<file path="src/rtl/logic_gate_pipe_if.sv">
// Operand/result stream bundle for logic_gate_pipe.
// The slave side is the pipeline; the master side is the producer/consumer pair.
interface logic_gate_pipe_if #(
   parameter int WIDTH = 8,
   parameter int CNT_W = 16
);
   logic             in_valid;
   logic             in_ready;
   logic [WIDTH-1:0] a;
   logic [WIDTH-1:0] b;
   logic [2:0]       op;
   logic             out_valid;
   logic             out_ready;
   logic [WIDTH-1:0] y;
   logic             zero;
   logic             all_ones;
   logic [CNT_W-1:0] op_count;

   modport master (
      output in_valid, a, b, op, out_ready,
      input  in_ready, out_valid, y, zero, all_ones, op_count
   );

   modport slave (
      input  in_valid, a, b, op, out_ready,
      output in_ready, out_valid, y, zero, all_ones, op_count
   );
endinterface

</file>
<file path="src/rtl/logic_gate_pipe.sv">
// Two-stage elastic pipeline computing a selectable bitwise/reduction logic
// function of two WIDTH-bit operands, with registered result flags and a
// saturating count of completed output handshakes.
module logic_gate_pipe #(
   parameter int WIDTH = 8,
   parameter int CNT_W = 16
) (
   input logic              clk,
   input logic              rst,
   logic_gate_pipe_if.slave bus
);

   typedef enum logic [2:0] {
      OP_AND  = 3'b000,
      OP_OR   = 3'b001,
      OP_XOR  = 3'b010,
      OP_NAND = 3'b011,
      OP_NOR  = 3'b100,
      OP_XNOR = 3'b101,
      OP_ANDN = 3'b110,
      OP_RAND = 3'b111
   } op_e;

   logic             s1_valid_q, s1_valid_d;
   logic [WIDTH-1:0] s1_a_q, s1_a_d;
   logic [WIDTH-1:0] s1_b_q, s1_b_d;
   op_e              s1_op_q, s1_op_d;

   logic             s2_valid_q, s2_valid_d;
   logic [WIDTH-1:0] y_q, y_d;
   logic             zero_q, zero_d;
   logic             all_ones_q, all_ones_d;

   logic [CNT_W-1:0] cnt_q, cnt_d;

   logic             s2_adv;
   logic             s1_adv;
   logic             out_hs;
   logic [WIDTH-1:0] func;

   // Ready chain: a stage may load when it is empty or its contents move on.
   // in_ready depends on out_ready and stage occupancy only, never on in_valid.
   always_comb begin
      s2_adv = !s2_valid_q || bus.out_ready;
      s1_adv = !s1_valid_q || s2_adv;
      out_hs = s2_valid_q && bus.out_ready;
   end

   // Logic function evaluated on the stage-1 operands.
   always_comb begin
      func = '0;
      case (s1_op_q)
         OP_AND:  func = s1_a_q & s1_b_q;
         OP_OR:   func = s1_a_q | s1_b_q;
         OP_XOR:  func = s1_a_q ^ s1_b_q;
         OP_NAND: func = ~(s1_a_q & s1_b_q);
         OP_NOR:  func = ~(s1_a_q | s1_b_q);
         OP_XNOR: func = ~(s1_a_q ^ s1_b_q);
         OP_ANDN: func = s1_a_q & ~s1_b_q;
         OP_RAND: func[0] = &(s1_a_q & s1_b_q);
         default: func = '0;
      endcase
   end

   // Next-state for both stages and the counter. Data registers only load
   // alongside a valid beat so y and the flags keep their last value when
   // the output stage drains empty.
   always_comb begin
      s1_valid_d = s1_valid_q;
      s1_a_d     = s1_a_q;
      s1_b_d     = s1_b_q;
      s1_op_d    = s1_op_q;
      s2_valid_d = s2_valid_q;
      y_d        = y_q;
      zero_d     = zero_q;
      all_ones_d = all_ones_q;
      cnt_d      = cnt_q;

      if (s1_adv) begin
         s1_valid_d = bus.in_valid;
         if (bus.in_valid) begin
            s1_a_d  = bus.a;
            s1_b_d  = bus.b;
            s1_op_d = op_e'(bus.op);
         end
      end

      if (s2_adv) begin
         s2_valid_d = s1_valid_q;
         if (s1_valid_q) begin
            y_d        = func;
            zero_d     = (func == '0);
            all_ones_d = (func == '1);
         end
      end

      if (out_hs && (cnt_q != '1)) begin
         cnt_d = cnt_q + CNT_W'(1);
      end
   end

   // State registers; synchronous reset drops any in-flight beats.
   always_ff @(posedge clk) begin
      if (rst) begin
         s1_valid_q <= 1'b0;
         s1_a_q     <= '0;
         s1_b_q     <= '0;
         s1_op_q    <= OP_AND;
         s2_valid_q <= 1'b0;
         y_q        <= '0;
         zero_q     <= 1'b0;
         all_ones_q <= 1'b0;
         cnt_q      <= '0;
      end else begin
         s1_valid_q <= s1_valid_d;
         s1_a_q     <= s1_a_d;
         s1_b_q     <= s1_b_d;
         s1_op_q    <= s1_op_d;
         s2_valid_q <= s2_valid_d;
         y_q        <= y_d;
         zero_q     <= zero_d;
         all_ones_q <= all_ones_d;
         cnt_q      <= cnt_d;
      end
   end

   assign bus.in_ready  = s1_adv;
   assign bus.out_valid = s2_valid_q;
   assign bus.y         = y_q;
   assign bus.zero      = zero_q;
   assign bus.all_ones  = all_ones_q;
   assign bus.op_count  = cnt_q;

endmodule

</file>
<file path="src/flat_wrapper.sv">
// flat-port wrapper written by rule: the top's interface ports become plain ports
module logic_gate_pipe_flat 
#(
   parameter int WIDTH = 8,
   parameter int CNT_W = 16
)
  (clk, rst, bus_in_valid, bus_a, bus_b, bus_op, bus_out_ready, bus_in_ready, bus_out_valid, bus_y, bus_zero, bus_all_ones, bus_op_count);
  logic_gate_pipe_if #(.WIDTH(WIDTH), .CNT_W(CNT_W)) bus_i ();
  input logic clk;
  input logic rst;
  input wire logic [$bits(bus_i.in_valid)-1:0] bus_in_valid;
  input wire logic [$bits(bus_i.a)-1:0] bus_a;
  input wire logic [$bits(bus_i.b)-1:0] bus_b;
  input wire logic [$bits(bus_i.op)-1:0] bus_op;
  input wire logic [$bits(bus_i.out_ready)-1:0] bus_out_ready;
  output wire logic [$bits(bus_i.in_ready)-1:0] bus_in_ready;
  output wire logic [$bits(bus_i.out_valid)-1:0] bus_out_valid;
  output wire logic [$bits(bus_i.y)-1:0] bus_y;
  output wire logic [$bits(bus_i.zero)-1:0] bus_zero;
  output wire logic [$bits(bus_i.all_ones)-1:0] bus_all_ones;
  output wire logic [$bits(bus_i.op_count)-1:0] bus_op_count;
  assign bus_i.in_valid = bus_in_valid;
  assign bus_i.a = bus_a;
  assign bus_i.b = bus_b;
  assign bus_i.op = bus_op;
  assign bus_i.out_ready = bus_out_ready;
  assign bus_in_ready = bus_i.in_ready;
  assign bus_out_valid = bus_i.out_valid;
  assign bus_y = bus_i.y;
  assign bus_zero = bus_i.zero;
  assign bus_all_ones = bus_i.all_ones;
  assign bus_op_count = bus_i.op_count;
  logic_gate_pipe #(.WIDTH(WIDTH), .CNT_W(CNT_W)) u_core (.clk(clk), .rst(rst), .bus(bus_i));
endmodule
</file>
<file path="config.mk">
export PLATFORM = sky130hd
export DESIGN_NAME = logic_gate_pipe_flat
export DESIGN_NICKNAME = d
export VERILOG_FILES = /design/src/rtl/logic_gate_pipe_if.sv /design/src/rtl/logic_gate_pipe.sv /design/src/flat_wrapper.sv
export SDC_FILE = /design/constraint.sdc
export NUM_CORES = 1
export LEC_CHECK = 0
export CAP_MARGIN = 20
export CELL_PAD_IN_SITES_DETAIL_PLACEMENT = 1
export CELL_PAD_IN_SITES_GLOBAL_PLACEMENT = 1
export CORE_MARGIN = 2
export CORE_UTILIZATION = 39
export CTS_CLUSTER_DIAMETER = 50
export DETAILED_ROUTE_END_ITERATION = 8
export HOLD_SLACK_MARGIN = 0.02
export PLACE_DENSITY_LB_ADDON = 0.3
export SYNTH_ARGS = -nofsm -noshare
export SYNTH_HDL_FRONTEND = slang
export SYNTH_SLANG_ARGS = --single-unit
export TNS_END_PERCENT = 10
</file>
<file path="constraint.sdc">
create_clock -name clk -period 2.6 [get_ports clk]
set_input_delay 0.26 -clock clk [delete_from_list [all_inputs] [get_ports clk]]
set_output_delay 0.26 -clock clk [all_outputs]
set_load 0.005 [all_outputs]
</file>
======== Yosys cells after proc, flatten, opt, wreduce, memory -nomap -nowiden ========
Index checks and enable logic that the tools add are counted.
word-level totals
  register bits ........................... 47
  bits in latches ......................... 0
  bits in writable memories ............... 0
  memory bits (read-only) ................. 0
  input bits .............................. 23
  output and inout port bits .............. 28
  word-level logic and storage cells ...... 40
  memories ................................ 0
operators by class
  add/sub/neg operators ................... 1
  $mul .................................... 0
  div/mod/pow operators ................... 0
  order comparisons ....................... 0
  equality and inequality tests ........... 9
  shifts and indexed selects .............. 0
  multiplexer cells ....................... 2
  bitwise logic cells ..................... 8
  reduce and logical (&&, ||, !) cells .... 11
operators by type and width
  kind                                                              count
  7-bit one-hot mux with 7 select lines                             1
  8-bit NOT                                                         4
  16-bit by 1-bit adder with 16-bit output (second input constant)  1
  8-bit AND                                                         2
  16-bit != test (second input constant)                            1
  3-bit == test (second input constant)                             4
  8-bit == test (second input constant)                             1
  8-bit logical NOT                                                 1
  8-bit bitwise OR                                                  1
  1-bit one-hot mux with 8 select lines                             1
  8-bit AND reduction                                               1
  8-bit XOR                                                         1
  3-bit by 2-bit == test with 1-bit output (second input constant)  2
  2-bit AND reduction                                               2
  3-bit by 1-bit == test with 1-bit output (second input constant)  1
  3-bit logical NOT                                                 1
  1-bit logical AND                                                 2
  1-bit logical NOT                                                 2
  1-bit logical OR                                                  2

======== Depth between registers and ports, before layout ========
Gate-level depths: netlist (run 1).
  word-level depth ........................ 4
  gate-level depth with buffers ........... 8
  gate-level depth less buffers ........... 7

======== Worst setup path before layout (run 1) ========
OpenSTA, ideal clock, no wires.
  kind .................................... reg2reg
  start point ............................. register u_core.s1_b_q[6]
  end point ............................... register u_core.all_ones_q, in the netlist u_core.bus.all_ones
  library setup time ...................... 0.087 ns
  data arrival time ....................... 2.065 ns
  required time ........................... 2.513 ns
  setup slack ............................. 0.448 ns
  cell stages (with the launch flop) ...... 8
  path buffers ............................ 0
  period minus slack after synthesis ...... 2.152 ns
  cells stage by stage .................... dfxtp_1 inv_1 ha_1 mux2_2 mux4_2 nand2b_1 or3_1 o31ai_1
between the ends
  word-level cells in the longest chain between the ends .. 4
  elaborated cells on any way between the ends .. 12
  classes of those cells .................. eq/ne (1); mux (2); bitwise (8); reduce/logical (1)
ends and longest elaborated chain
  what                                                                                                   RTL line                                                             text
  start: declaration                                                                                     logic_gate_pipe.sv:26                                                logic [WIDTH-1:0] s1_b_q, s1_b_d;
  start signal: assignment                                                                               logic_gate_pipe.sv:107                                               s1_b_q <= '0;
  start signal: assignment                                                                               logic_gate_pipe.sv:117                                               s1_b_q <= s1_b_d;
  8-bit AND, or another cell as far along                                                                logic_gate_pipe.sv:53, logic_gate_pipe.sv:56, logic_gate_pipe.sv:60
  8-bit AND reduction, or another cell as far along                                                      logic_gate_pipe.sv:60                                                OP_RAND: func[0] = &(s1_a_q & s1_b_q);
  1-bit one-hot mux with 8 select lines / 7-bit one-hot mux with 7 select lines (equally long branches)  logic_gate_pipe.sv:52                                                case (s1_op_q)
  8-bit == test *                                                                                        logic_gate_pipe.sv:93                                                all_ones_d = (func == '1);
  end signal: assignment                                                                                 logic_gate_pipe.sv:122                                               all_ones_q <= all_ones_d;
  end: declaration                                                                                       logic_gate_pipe.sv:32                                                logic all_ones_q, all_ones_d;
Mark *: on every way between the ends. The rest lies on a longest branch, timed or not.
A chain may end at the register's enable or synchronous reset.

======== Final worst setup path (run 1) ========
Ends and elaborated chain as after synthesis.

==> results of run 1 <==
## logic make-up (layout without fill, tap and decap cells)
| group | Yosys count | in the layout | share of synthesized area, % |
|---|---|---|---|
| DFF | 47 | 47 | 32.98 |
| AOI/OAI and AO/OA | 61 | 61 | 13.86 |
| xor gates and xnor gates | 13 | 13 | 3.991 |
| muxes | 23 | 23 | 9.298 |
| and+or+nand+nor | 141 | 141 | 23.51 |
| adders and majority gates | 25 | 25 | 10.96 |
| buffers and inverters | 38 | 87 | 5.394 |
## worst max path at each step
| stage | from | endpoint | slack, ns | depth (start not counted) |
|---|---|---|---|---|
| finish | u_core.s1_b_q[6] | u_core.bus.all_ones | 0.27 | 7 |
| CTS | u_core.s1_b_q[6] | u_core.bus.all_ones | 0.26 | 7 |
| floorplan | u_core.s1_b_q[6] | u_core.bus.all_ones | 0.45 | 7 |
| detailed placement | u_core.s1_b_q[6] | u_core.bus.all_ones | 0.30 | 7 |
| global route | u_core.s1_op_q[1] | u_core.bus.all_ones | 0.04 | 6 |
| global placement | u_core.s1_b_q[6] | u_core.bus.all_ones | 0.36 | 7 |
## synthesized netlist by cell type
cell type                   number  area share [%]
sky130_fd_sc_hd__a2111oi_0       3            0.92
sky130_fd_sc_hd__a211o_1         1            0.31
sky130_fd_sc_hd__a211oi_1       15             3.9
sky130_fd_sc_hd__a21bo_2         1            0.35
sky130_fd_sc_hd__a21oi_1        23             4.0
sky130_fd_sc_hd__a22o_1          1            0.31
sky130_fd_sc_hd__a22oi_1         2            0.53
sky130_fd_sc_hd__a31oi_1         2            0.44
sky130_fd_sc_hd__and2_1          1            0.22
sky130_fd_sc_hd__and3_1          2            0.44
sky130_fd_sc_hd__and4_1          2            0.61
sky130_fd_sc_hd__buf_2           3            0.53
sky130_fd_sc_hd__buf_6           1            0.39
sky130_fd_sc_hd__clkbuf_1       15             2.0
sky130_fd_sc_hd__dfxtp_1        47              33
sky130_fd_sc_hd__ha_1           25              11
sky130_fd_sc_hd__inv_1          19             2.5
sky130_fd_sc_hd__mux2_2          8             3.2
sky130_fd_sc_hd__mux2i_1        13             4.6
sky130_fd_sc_hd__mux4_2          2             1.6
sky130_fd_sc_hd__nand2_1        53             7.0
sky130_fd_sc_hd__nand2b_1        4            0.88
sky130_fd_sc_hd__nand3_1        14             2.5
sky130_fd_sc_hd__nand3b_1        1            0.26
sky130_fd_sc_hd__nand4_1         2            0.44
sky130_fd_sc_hd__nand4b_1        1            0.31
sky130_fd_sc_hd__nor2_1         35             4.6
sky130_fd_sc_hd__nor2b_1         5             1.1
sky130_fd_sc_hd__nor3_1          8             1.4
sky130_fd_sc_hd__nor3b_1         3            0.79
sky130_fd_sc_hd__nor4_1          1            0.22
sky130_fd_sc_hd__nor4b_1         1            0.31
sky130_fd_sc_hd__nor4bb_1        5             1.8
sky130_fd_sc_hd__o2111a_1        1            0.39
sky130_fd_sc_hd__o211ai_1        2            0.53
sky130_fd_sc_hd__o21a_1          1            0.26
sky130_fd_sc_hd__o21ai_0         6             1.1
sky130_fd_sc_hd__o221ai_1        1            0.31
sky130_fd_sc_hd__o22ai_1         1            0.22
sky130_fd_sc_hd__o31ai_1         1            0.26
sky130_fd_sc_hd__or2_2           1            0.22
sky130_fd_sc_hd__or3_1           1            0.22
sky130_fd_sc_hd__or3b_2          1            0.31
sky130_fd_sc_hd__xnor2_1        13             4.0
## critical path, cell delays in order (launching register included)
cell and delay (ns):
sky130_fd_sc_hd__dfxtp_1 0.37, sky130_fd_sc_hd__inv_1 0.07, sky130_fd_sc_hd__ha_1 0.30, sky130_fd_sc_hd__mux2_2 0.27, sky130_fd_sc_hd__mux4_2 0.50, sky130_fd_sc_hd__nand2b_1 0.16
sky130_fd_sc_hd__or3_1 0.34, sky130_fd_sc_hd__o31ai_1 0.22
## metrics by stage
step | util, % | instance area, µm² | setup WS (ns) | power (W) | cells
global route | 49.96 | 3585 | 0.03999 | 0.001706 | 496
CTS | 49.96 | 3585 | 0.2636 | 0.001641 | 496
detailed placement | 48.35 | 3470 | 0.3015 | 0.001073 | 488
global placement | 48.35 | 3470 | 0.3607 | 0.001061 | 488
finish | 49.96 | 3585 | 0.2666 | 0.001613 | 496
floorplan | - | 2853 | 0.4482 | 0.0009618 | 348
## power by group through the flow
stage / clock network [W] / logic (W) / registers, W
CTS: 0.000581 / 0.000281 / 0.000778
finish: 0.000558 / 0.000278 / 0.000777
global placement: 0 / 0.000269 / 0.000792
detailed placement: 0 / 0.000278 / 0.000795
floorplan: 0 / 0.000177 / 0.000785
global route: 0.000609 / 0.000314 / 0.000784
## sequential cells by signal, summed over array words and instances (netlist names)
signal	flops
u_core.bus.out_valid	1
u_core.bus.all_ones	1
u_core.s1_a_q	8
u_core.s1_op_q	3
u_core.s1_b_q	8
u_core.bus.op_count	16
u_core.s1_valid_q	1
u_core.bus.y	8
u_core.bus.zero	1
## layer usage
metal | vias up | global-route usage [%] | share of wire, %
met5 | - | 0 | 0
met4 | 0 | 4.478 | 1.3
met3 | 9 | 3.139 | 2.3
met2 | 40 | 31.18 | 49
met1 | 1222 | 23.76 | 47
li1 | 1300 | - | -
## final cells by class
| class | count | area, µm² |
|---|---|---|
| Sequential cell | 47 | 940.9 |
| Clock buffer | 5 | 68.82 |
| Inverter | 19 | 71.32 |
| Multi-Input combinational cell | 263 | 1758 |
| Fill cell | 872 | 3591 |
| Tap cell | 99 | 123.9 |
| Timing Repair Buffer | 60 | 575.6 |
| Clock inverter | 3 | 46.29 |
## cell usage in the layout (no fill, tap or decap), types with 13 or more instances in the layout
master,count
sky130_fd_sc_hd__a211oi_1,15
sky130_fd_sc_hd__a21oi_1,23
sky130_fd_sc_hd__clkdlybuf4s50_1,50
sky130_fd_sc_hd__dfxtp_1,47
sky130_fd_sc_hd__ha_1,25
sky130_fd_sc_hd__inv_1,19
sky130_fd_sc_hd__mux2i_1,13
sky130_fd_sc_hd__nand2_1,53
sky130_fd_sc_hd__nand3_1,14
sky130_fd_sc_hd__nor2_1,35
sky130_fd_sc_hd__xnor2_1,13
==> run metrics, run 1 <==
maximum number of pins on one net before global-route repair=48; count of standard-cell rows=31; initial cell density of the core=39.76%; worst clock skew=0.01201 ns; antenna violations before repair=0; switching power share of the total=26.89%; syn nets=396; combinational group share of total power=17.2%; Worst Min Path Start=u_core.bus.zero; average wire length per cell after detail routing=14.28 µm; cells on worst reg2reg path=7; sum of negative setup slack=0 ns; count of buffers inserted at the top-level ports=50; class of the most critical setup path=flip-flop to flip-flop; CP max FO=3; final weighted congestion in routability-driven placement=0.8156; clock period minus worst slack=2.333 ns; net load switching power=0.0004337 W; Syn Inst Count=348; RR Startpoint=u_core.s1_b_q[6]; proportion of power drawn by the clock network=34.6%; overall global routing resource usage=18.20%; part of the power in registers=48.2%; vias in the first global route=2,447; end of the worst hold path=u_core.bus.zero; final slew viol count=0; Clock H-tree levels=2; number of nets in the layout=444; final wirelength=7084 µm; P per Cell Area=450.0 nW/µm²; Synth Register Bits=47; final clock period utilization by the worst path=89.74%; routed via count=2,571; Post-CTS Resized=0; fraction of final layout cells sized beyond drive strength 1=7.809%; number of setup buffers added after CTS=0; half-perimeter wire length of the detailed placement result=5196 µm; # clock sinks=47; drt drc=0; I/O pin total=51; RSZ-0062 raised after global routing=no; Pleak=1.301 nW; sequential-to-total area share from yosys stat=32.98%; antenna-violating nets left=0; final-layout worst hold slack=0.4727 ns; Max Cap Viol=0; routed vias/inst=5.183; Pre-antenna DRT Iters=4; startpoint type of the worst setup path=flip-flop; maximum VDD drop=0.2568 mV; Die Height=89.53 µm; ANT cells=0; depth of the worst hold-timing path=2; clock tree from TritonCTS=yes; arrival time of the worst setup path=2.55 ns; Die Wd=89.53 µm; area delta synth->final=25.66%; area of the die=8015 µm²; clock buffer depth=2; DR iter-0 viols=61; number of warnings reported in the yosys synthesis log=0; endpoints failing setup=0; Clock Latency Late Sink=0.31 ns; number of distinct library cells after synthesis=44; Setup crit end kind=flip-flop; setup slack on the worst flop-to-flop path=0.27 ns; remaining global-route overflow=0; endpoint of the worst-slack reg-to-reg timing path=u_core.bus.all_ones; Worst-Margin Slew=0.8046 ns; area inside the core boundary=7176 µm²; clock root cell=sky130_fd_sc_hd__clkbuf_8; clock-pin slew on the worst setup and hold paths=0.10 ns; outcome=complete, no violations; area of the mapped netlist=2853 µm²; Max Clock Freq=0.4286 GHz; Final Hold Fails=0; Avg Synthesized Cell Area=8.198 µm²; first-pass GRT wire length=11,500 µm; CTS Buf Count=5; Internal=0.001179 W; critical path required time=2.81 ns; Slew headroom=46.25%; Tightest Hold Check Type=flip-flop to flip-flop; post-cts hold buffer count=0
Note: power is estimated with default switching activity, not from simulation.
==> run 2, diff against run 1 <==
- CORE_UTILIZATION: 39 -> 40
- CTS_BUF_LIST: default -> sky130_fd_sc_hd__clkbuf_4
==> run 2 against run 1 <==
  * First-iteration DRC count up 61%
  * Maximum frequency decreased by 2.5%
  * Sequential share of layout area up 0.26 points
  * Global-route usage grew 1.4 points
  * Largest cell class unchanged
==> run metrics, run 2 (synthesis results as in run 1) <==
sum of negative setup slack=0 ns; Post-Route Utilization=51.96%; routed vias/inst=5.215; count of buffers inserted at the top-level ports=50; Crit. Startpoint=u_core.s1_b_q[6]; drt drc=0; # clock sinks=47; largest incremental delay on the critical path=0.50 ns; count of standard-cell rows=30; max FFs per register=16; final weighted congestion in routability-driven placement=0.8612; RSZ-0062 raised after global routing=no; number of placed instances with taps included=486; clock-pin slew on the worst setup and hold paths=0.14 ns; Final Hold Fails=0; DR iter-0 viols=98; Die Wd=88.45 µm; Post-CTS Resized=0; routed via count=2,576; antenna violations before repair=0; number of setup buffers added after CTS=0; cell chain of the critical path=inv_1, ha_1, mux2_2, mux4_2, nand2b_1, or3_1, o31ai_1; most used cells in the layout excluding fill and tap cells=sky130_fd_sc_hd__nand2_1, sky130_fd_sc_hd__clkdlybuf4s50_1, sky130_fd_sc_hd__dfxtp_1, sky130_fd_sc_hd__nor2_1, sky130_fd_sc_hd__ha_1; clock buffer depth=2; CTS Buf Count=5; average wire length per cell after detail routing=14.54 µm; number of nets in the layout=445; final wirelength=7184 µm; ANT cells=0; Finished Cell Area=3550 µm²; kind of cell adding the most delay to the critical path=multiplexers; final slew viol count=0; most common library cell in the layout ignoring fill and taps=sky130_fd_sc_hd__nand2_1; endpoints failing setup=0; Worst-Margin Slew=0.8054 ns; I/O pin total=51; worst clock skew=0.008653 ns; final clock period utilization by the worst path=92.00%; P per Cell Area=427.1 nW/µm²; Worst Min Path Start=bus_op[0]; Placed Instance Area=3473 µm²; fraction of final layout cells sized beyond drive strength 1=7.789%; final-layout worst hold slack=0.4147 ns; antenna-violating nets left=0; overall global routing resource usage=19.57%; RR Startpoint=u_core.s1_b_q[6]; area inside the core boundary=6832 µm²; CP max FO=3; Max Cap Viol=0; critical path required time=2.90 ns; clock root cell=sky130_fd_sc_hd__clkbuf_4; initial cell density of the core=41.76%; clock period minus worst slack=2.392 ns; maximum number of pins on one net before global-route repair=48; Slowest cell on crit path=sky130_fd_sc_hd__mux4_2; clock tree from TritonCTS=yes; post-cts hold buffer count=0; outcome=complete, no violations; class of the most critical setup path=flip-flop to flip-flop; Worst Path Buf+Inv=1; startpoint type of the worst setup path=flip-flop; Clock Latency Late Sink=0.38 ns; maximum VDD drop=0.1821 mV; Max Clock Freq=0.4181 GHz; Pleak=1.293 nW; Die Height=88.45 µm; vias in the first global route=2,601; setup slack on the worst flop-to-flop path=0.21 ns; remaining global-route overflow=0; area of the die=7823 µm²; Slew headroom=46.19%; first-pass GRT wire length=12,180 µm; post-layout instance count excluding filler cells=494; arrival time of the worst setup path=2.69 ns; Setup crit end kind=flip-flop; Pre-antenna DRT Iters=4; Tightest Hold Check Type=primary input to flip-flop; half-perimeter wire length of the detailed placement result=5394 µm; Clock H-tree levels=2; area delta synth->final=24.43%
-- run 2: cell count changes in the layout (fill, tap and decap cells not counted) --
cell and delta:
sky130_fd_sc_hd__buf_4 +1, sky130_fd_sc_hd__clkbuf_4 +5, sky130_fd_sc_hd__clkbuf_8 -5, sky130_fd_sc_hd__clkinv_1 +1, sky130_fd_sc_hd__clkinv_2 +1, sky130_fd_sc_hd__clkinvlp_4 -1, sky130_fd_sc_hd__inv_6 -1
-- run 2: report_power, final --
group / total (W) / internal (W) / leakage [nW] / switching, W
sequential: 0.000779 / 0.000749 / 0.384 / 0.0000301
clock: 0.000456 / 0.000198 / 0.0426 / 0.000258
combinational: 0.000281 / 0.000143 / 0.866 / 0.000138
total: 0.00152 / 0.00109 / 1.29 / 0.000426
-- run 2: tightest hold or removal path: stages --
cell and delay (ns):
sky130_fd_sc_hd__clkdlybuf4s50_1 0.39, sky130_fd_sc_hd__nand2_1 0.06, sky130_fd_sc_hd__a21oi_1 0.05
-- run 2: path summary, 6_finish.rpt --
check                                           end  cells after the start
worst max register to register  u_core.bus.all_ones                      7
worst max-delay path            u_core.bus.all_ones                      7
worst min-delay path              u_core.s1_op_q[0]                      3
worst min register to register      u_core.bus.zero                      2
-- run 2: metrics by stage --
step | total power (W) | setup WS [ns]
2_1_floorplan | 0.0009618 | 0.4482
3_3_place_gp | 0.001060 | 0.3651
3_5_place_dp | 0.001077 | 0.2329
4_1_cts | 0.001537 | 0.1912
5_1_grt | 0.001609 | 0.06428
6_report | 0.001516 | 0.2079
-- run 2: routing by layer --
metal / part of all wire [%] / up-vias / track usage [%]
met4: 1.1 / 0 / 4.959
met5: 0 / - / 0
met3: 2.5 / 6 / 3.078
li1: - / 1306 / -
met2: 49 / 38 / 34.18
met1: 48 / 1226 / 25.24
-- run 2: final cells by class --
cell class / count / area, µm²
multi-input cells: 263 / 1758
clock inverters: 3 / 38.79
flip-flops and latches: 47 / 940.9
clock buffers: 5 / 37.54
repair buffers: 61 / 583.1
well taps: 96 / 120.1
fillers: 835 / 3282
inverters: 19 / 71.32
==> run 3, diff against run 2 <==
- HOLD_SLACK_MARGIN: 0.02 -> 0.05
==> results of run 3 <==
No change in the layout: final DEF, timing and power equal those of run 2.
